--- src/rtl/wb_regfile_unit.sv ---
`default_nettype none
// ============================================================================
// Module   : wb_regfile_unit
// Brief    : Writeback stage (load extract/extend + mux), 32x32 regfile with
//            x0 hardwired to zero, two async read ports, 64-bit retire counter.
//            Optional macro WB_BYPASS_EN enables write-through read bypass.
// Revision : 1.0
// ============================================================================
module wb_regfile_unit #(
  parameter int XLEN  = 32,
  parameter int NREG  = 32,
  parameter int CNT_W = 64
) (
  input  logic                    clk,
  input  logic                    rst,
  input  logic [XLEN-1:0]         wb_mem_data,
  input  logic [XLEN-1:0]         wb_alu_o,
  input  logic [$clog2(NREG)-1:0] wb_rd,
  input  logic                    wb_mem2reg,
  input  logic                    wb_regs_write,
  input  logic [2:0]              wb_func3_code,
  input  logic [$clog2(NREG)-1:0] id_rs1,
  input  logic [$clog2(NREG)-1:0] id_rs2,
  output logic [XLEN-1:0]         id_rs1_data,
  output logic [XLEN-1:0]         id_rs2_data,
  output logic [XLEN-1:0]         wb_wdata,
  output logic                    wb_we,
  output logic [CNT_W-1:0]        instret
);

  localparam logic [2:0] c_F3_LB  = 3'b000;
  localparam logic [2:0] c_F3_LH  = 3'b001;
  localparam logic [2:0] c_F3_LW  = 3'b010;
  localparam logic [2:0] c_F3_LBU = 3'b100;
  localparam logic [2:0] c_F3_LHU = 3'b101;

  logic [XLEN-1:0]  r_regs [0:NREG-1];
  logic [CNT_W-1:0] r_instret;

  logic [7:0]       w_byte;
  logic [15:0]      w_half;
  logic [XLEN-1:0]  w_load;
  logic [XLEN-1:0]  w_wdata;
  logic             w_we;
  logic [XLEN-1:0]  w_rs1_data;
  logic [XLEN-1:0]  w_rs2_data;

  // Memory word is already aligned; the low address bits pick the lane.
  always_comb begin
    w_byte = '0;
    case (wb_alu_o[1:0])
      2'd0:    w_byte = wb_mem_data[7:0];
      2'd1:    w_byte = wb_mem_data[15:8];
      2'd2:    w_byte = wb_mem_data[23:16];
      default: w_byte = wb_mem_data[31:24];
    endcase
    w_half = wb_alu_o[1] ? wb_mem_data[31:16] : wb_mem_data[15:0];

    w_load = '0;
    case (wb_func3_code)
      c_F3_LB:  w_load = {{(XLEN-8){w_byte[7]}}, w_byte};
      c_F3_LH:  w_load = {{(XLEN-16){w_half[15]}}, w_half};
      c_F3_LW:  w_load = wb_mem_data;
      c_F3_LBU: w_load = {{(XLEN-8){1'b0}}, w_byte};
      c_F3_LHU: w_load = {{(XLEN-16){1'b0}}, w_half};
      default:  w_load = '0;
    endcase
  end

  assign w_wdata = wb_mem2reg ? w_load : wb_alu_o;
  assign w_we    = wb_regs_write && (wb_rd != '0) && !rst;

  always_ff @(posedge clk) begin
    if (rst) begin
      for (int i = 0; i < NREG; i++) begin
        r_regs[i] <= '0;
      end
      r_instret <= '0;
    end else if (w_we) begin
      r_regs[wb_rd] <= w_wdata;
      r_instret     <= r_instret + 1'b1;
    end
  end

  // Entry 0 is never written; reads of index 0 are forced to zero anyway.
  always_comb begin
    w_rs1_data = '0;
    if (!rst && id_rs1 != '0) begin
`ifdef WB_BYPASS_EN
      if (w_we && id_rs1 == wb_rd) w_rs1_data = w_wdata;
      else                         w_rs1_data = r_regs[id_rs1];
`else
      w_rs1_data = r_regs[id_rs1];
`endif
    end
  end

  always_comb begin
    w_rs2_data = '0;
    if (!rst && id_rs2 != '0) begin
`ifdef WB_BYPASS_EN
      if (w_we && id_rs2 == wb_rd) w_rs2_data = w_wdata;
      else                         w_rs2_data = r_regs[id_rs2];
`else
      w_rs2_data = r_regs[id_rs2];
`endif
    end
  end

  assign id_rs1_data = w_rs1_data;
  assign id_rs2_data = w_rs2_data;
  assign wb_wdata    = w_wdata;
  assign wb_we       = w_we;
  assign instret     = r_instret;

endmodule
`default_nettype wire

--- config.mk ---
export PLATFORM = sky130hd
export DESIGN_NAME = wb_regfile_unit
export DESIGN_NICKNAME = d
export VERILOG_FILES = /design/src/rtl/wb_regfile_unit.sv
export SDC_FILE = /design/constraint.sdc
export NUM_CORES = 2
export LEC_CHECK = 0
export BUFFER_PORTS_ARGS = -buffer_cell sky130_fd_sc_hd__buf_2
export CAP_MARGIN = 20
export CELL_PAD_IN_SITES_DETAIL_PLACEMENT = 1
export CELL_PAD_IN_SITES_GLOBAL_PLACEMENT = 1
export CORE_AREA = 2 2 435 437
export DETAILED_ROUTE_END_ITERATION = 16
export DIE_AREA = 0 0 437 439
export GPL_TIMING_DRIVEN = 0
export PLACE_DENSITY = 0.49
export SYNTH_ARGS = -nofsm -noshare
export SYNTH_HDL_FRONTEND = slang
export SYNTH_SLANG_ARGS = --single-unit
--- constraint.sdc ---
create_clock -name clk -period 3.11 [get_ports clk]
set_clock_uncertainty 0.1 [all_clocks]
set_input_delay 0 -clock clk [delete_from_list [all_inputs] [get_ports clk]]
set_output_delay 0 -clock clk [all_outputs]
set_load 0.005 [all_outputs]
## After elaboration in Yosys (flattened, before gate mapping)

Memories as Yosys holds them, arrays and structs flattened.
Cells that the tools add are included.

- Output and inout port bits: 161
- Input port bits: 86
- Bits in writable memories: 1,024
- Word-level logic and storage cells: 34
- Memories: 1
- Flip-flop bits (word level): 64

Memories:

| memory | depth | bits a word | read ports | clocked after Yosys merged registers in | write ports | RTL line | source |
|---|---|---|---|---|---|---|---|
| r_regs | 32 | 32 | 2 | 0 | 32 | 37 | `logic [XLEN-1:0] r_regs [0:NREG-1];` |

- Add/sub/neg operators: 1
- Eq/ne operators: 6
- Reduce and logical (&&, ||, !) cells: 11
- Multiplexer cells: 14

Operator list:

| kind | count |
|---|---|
| one-hot mux 32 bit (5 select lines) | 1 |
| 2-to-1 mux 32 bit | 4 |
| adder 64 x 1 -> 64 bit (second input constant) | 1 |
| OR reduction 32 bit | 1 |
| one-hot mux 8 bit (3 select lines) | 1 |
| 2-to-1 mux 16 bit | 1 |
| nonzero test 5 bit | 3 |
| == test 3 bit (second input constant) | 2 |
| 2-to-1 mux 1 bit | 6 |
| 2-to-1 mux 5 bit | 1 |
| logical AND 1 bit | 4 |
| == test 3 x 1 -> 1 bit (second input constant) | 1 |
| == test 3 x 2 -> 1 bit (second input constant) | 1 |
| logical NOT 3 bit | 1 |
| == test 2 x 1 -> 1 bit (second input constant) | 1 |
| == test 2 bit (second input constant) | 1 |
| logical NOT 2 bit | 1 |
| logical NOT 1 bit | 1 |

## Logic depth before layout (Yosys ltp)

- Depth in word-level cells: 8
- Mapped depth: 9
- Gate-level depth less buffers: 5

## Worst setup path after synthesis

OpenSTA, ideal clock, no wires.

- Kind: register -> register
- From: reg r_instret[10] (netlist: instret[10])
- To: reg r_instret[54] (netlist: instret[54])
- Period minus slack after synthesis: 2.517 ns
- Cell stages (with the launch flop): 7
- Setup time: 0.071 ns
- Path buffers: 1
- Arrival time: 2.346 ns
- Required time: 2.939 ns
- Setup slack: 0.593 ns
- Cell sequence: dfxtp_1 > nand4_2 > or4_4 > or4b_4 > buf_6 > or4_1 > a21oi_1

- Word-level cells in the longest chain between the ends: 1

RTL lines:

| item | RTL line | source |
|---|---|---|
| start: declaration | 38 | `logic [CNT_W-1:0] r_instret;` |
| start signal: assignment | 81 | `r_instret <= r_instret + 1'b1;` |
| adder 64 x 1 -> 64 bit | 81 |  |

No other way between the ends.
A chain may end at the register's enable or synchronous reset.

## Worst setup path after layout

- From: in id_rs1[1]
- To: out id_rs1_data[2]

- Word-level cells in the longest chain between the ends: 3
- Elaborated cells on any way between the ends: 4
- Classes of those cells: 1 x mux; 2 x reduce/logical; 1 x memory

RTL lines:

| item | RTL line | source |
|---|---|---|
| start: declaration | 22 | `input logic [$clog2(NREG)-1:0] id_rs1,` |
| branches (longest 2 deep; another with memory read (32 x 32 bit)) | n/a |  |
| 2-to-1 mux 32 bit (*) | 88 | `if (!rst && id_rs1 != '0) begin` |
| end: declaration | 24 | `output logic [XLEN-1:0] id_rs1_data,` |

Mark *: on every way between the ends.

==> impl_metrics.env <==
export IMPL_grt_start_max_net_pins=27
export IMPL_cts_num_sinks=1088
export IMPL_finalWeightedCongestion=0.884
export IMPL_max_cap_viol_count=0
export IMPL_finalSetupViolations=1
export IMPL_start_util=0.299
export IMPL_fin_crit_ps=3130
export IMPL_async_reset_ff_frac=0
export IMPL_die_area_sq_um=192000
export IMPL_worstPathRequired_ps=3010
export IMPL_syn_to_final_growth_pct=20.2
export IMPL_worstSkewPairLatency_ps=780
export IMPL_grt_pass1_wl_um=337000
export IMPL_hpwl_um=182000
export IMPL_antenna_found_initial=12
export IMPL_post_route_util=0.359
export IMPL_rrSetupSlack_ps=180
export IMPL_setup_tns_ps=-24.6
export IMPL_dp_cells=6840
export IMPL_root_buffer="clkbuf_16"
export IMPL_ys_seq_area_frac=0.573
export IMPL_cts_max_path_buffers=3
export IMPL_fp_dieH_um=439
export IMPL_wl_per_cell_um=34.6
export IMPL_synth_avg_cell_area_sq_um=14.0
export IMPL_worstSetupPathType="input port to primary output"
export IMPL_port_buffers=236
export IMPL_endpoint_kind="primary output"
export IMPL_synth_edf_count=1024
export IMPL_min_from="wb_mem_data[19]"
export IMPL_dr_pass1_iters=5
export IMPL_setup_ws_ps=-24.6
export IMPL_r2r_end="instret[46]"
export IMPL_r2r_start="instret[6]"
export IMPL_dp_slack_ps=-1590
export IMPL_stdcell_count=7152
export IMPL_hold_path_depth=5
export IMPL_synth_distinct_cells=51
export IMPL_clk_pin_slew_ps=50
export IMPL_arrival_ps=3030
export IMPL_hp_class="input port to flop"
export IMPL_hold_end="r_regs[4][19]"
export IMPL_synth_area_sq_um=55900
export IMPL_h_tree_depth=4
export IMPL_grt_use_total=0.255
export IMPL_max_freq_ghz=0.319
export IMPL_worstRegToRegCells=6
export IMPL_viasPerCell=5.46
export IMPL_cts_buffers=137
export IMPL_globalRouteOverflowTotal=0
export IMPL_tightest_slew_ps=1150
export IMPL_synth_seq_cells=1088
export IMPL_nets=4645
export IMPL_slew_violations=0
export IMPL_dieWidth_um=437
export IMPL_hold_viol=0
export IMPL_whs_ps=21.7
export IMPL_relSlewSlack=0.234
export IMPL_synthFlopType="edfxtp_1"
export IMPL_drc_errors=0
export IMPL_io_pins=247
export IMPL_peakVddDrop_v=0.000393
export IMPL_powerDensity_nw_per_um2=568
export IMPL_fin_crit_sh=1.01
export IMPL_num_vias=39000
export IMPL_path_max_fanout=10
export IMPL_start_kind="input port"
export IMPL_p_leak_nw=23.1
export IMPL_ant_nets=0
export IMPL_cts_setup_buffers=0
export IMPL_final_layout_size_suffix_gt1_frac=0.279
export IMPL_tritoncts="built"
export IMPL_rows=159
export IMPL_routed_wl_um=248000
export IMPL_drt_initial_drc_count=3485
export IMPL_core_area_sq_um=187000
export IMPL_yosys_warnings=0
export IMPL_grt_pass1_vias=40600
export IMPL_violations="negative setup slack"
export IMPL_syn_inst=4004
export IMPL_outcome="finished, violations left"
-- state kept, by name, indices dropped and copies added, names as in the netlist --
signal	cells
instret	64
r_regs	1024
-- how the worst max path moves through the flow --
stage                     cells past startpoint  slack, ps        start               to
after floorplan                               6        590  instret[10]      instret[54]
after global placement                        5      -2590          rst   r_regs[26][28]
after detailed placement                      8      -1590    id_rs2[0]  id_rs2_data[13]
after CTS                                     9          3  wb_alu_o[0]      wb_wdata[1]
after global routing                          9         -1  wb_alu_o[1]     wb_wdata[23]
final                                         8        -20    id_rs1[1]   id_rs1_data[2]
-- logic make-up after synthesis --
family,Yosys count,synth area share
flops,1088,0.573
other cells,1,0.0000671
simple gates,1369,0.104
mux,787,0.258
compound gates,283,0.0309
fa+ha+maj,1,0.000224
xor+xnor,23,0.00360
buf+inv,452,0.0307
-- where the power goes --
part           switching [mW]  internal, mW  total, mW
sequential              0.375          16.8       17.1
clock                    6.52          9.21       15.7
combinational            3.26          2.02       5.29
total                    10.2          28.0       38.2
-- layer usage --
metal / share of wire / track usage
met1: 0.41 / 0.328
met2: 0.50 / 0.441
met3: 0.044 / 0.0271
met4: 0.043 / 0.102
met5: 0 / 0
-- synthesized netlist by cell type, drive strengths merged, types with 2 or more instances --
cell type	n	area, sq um
clkbuf	333	1250
nand2b	33	206
inv	45	169
mux2	7	78.8
xor2	5	43.8
and3	7	43.8
mux4	520	11700
o22ai	128	801
nor4	10	62.6
and4	6	52.6
nand4	15	106
a31oi	14	87.6
o211ai	2	15.0
a22oi	17	128
or4	28	214
nor2b	8	50.1
or3b	2	17.5
or2	69	432
nor3b	2	15.0
nand3	23	115
dfxtp	64	1280
nand2	93	349
mux2i	260	2600
buf	74	295
and2	5	31.3
o31ai	25	188
nand4b	2	17.5
or4b	2	23.8
a21oi	50	250
nand3b	4	30.0
nor2	1036	3890
edfxtp	1024	30700
or3	10	62.6
xnor2	18	158
o21ai	42	210
nor3	12	65.1
-- stage by stage --
step / total power [mW] / cell area [sq um]
floorplan: 20.0 / 56000
finish: 38.2 / 67200
global route: 39.1 / 67200
global placement: 22.4 / 60300
CTS: 38.4 / 67100
detailed placement: 22.6 / 61600
-- critical path, cell delays in order --
cell and delay [ps]:
clkbuf_1 240, clkbuf_1 610, clkbuf_1 810, mux4_2 420, mux2i_1 240, o22ai_1 110
or2_2 420, buf_2 160
-- area by class of cell --
class,instances,area [sq um]
tap,2495,3120
multi-input combinational,2495,22500
timing repair buffer,385,3190
sequential,1088,32000
clock inverter,58,520
antenna,6,15.0
buffer,406,1860
fill,19700,120000
clock buffer,174,3720
inverter,45,169
-- repair_timing --
action	in CTS	in global routing
hold endpoints to repair	284	1
gates resized for setup	209	37
setup endpoints to repair	963	70
hold buffers	74	1
-- cells in the final DEF (no fill, tap or decap), types with 13 or more instances in the layout --
master	count
buf_2	261
o21ai_0	41
clkbuf_1	288
buf_1	22
clkbuf_4	13
clkinv_2	22
edfxtp_1	1024
mux2i_2	22
nand2_1	93
dfxtp_1	64
clkbuf_2	60
buf_12	32
xnor2_1	18
o22ai_1	128
mux2i_1	237
clkinv_1	23
inv_1	45
clkbuf_16	143
conb_1	32
a21oi_1	40
nor2_1	1036
o31ai_1	24
buf_8	34
dlygate4sd3_1	75
nand4_1	13
or4_1	27
nand2b_2	31
nand3_1	23
or2_2	69
a31oi_1	14
mux4_2	520
(Power assumes the default switching activity.)
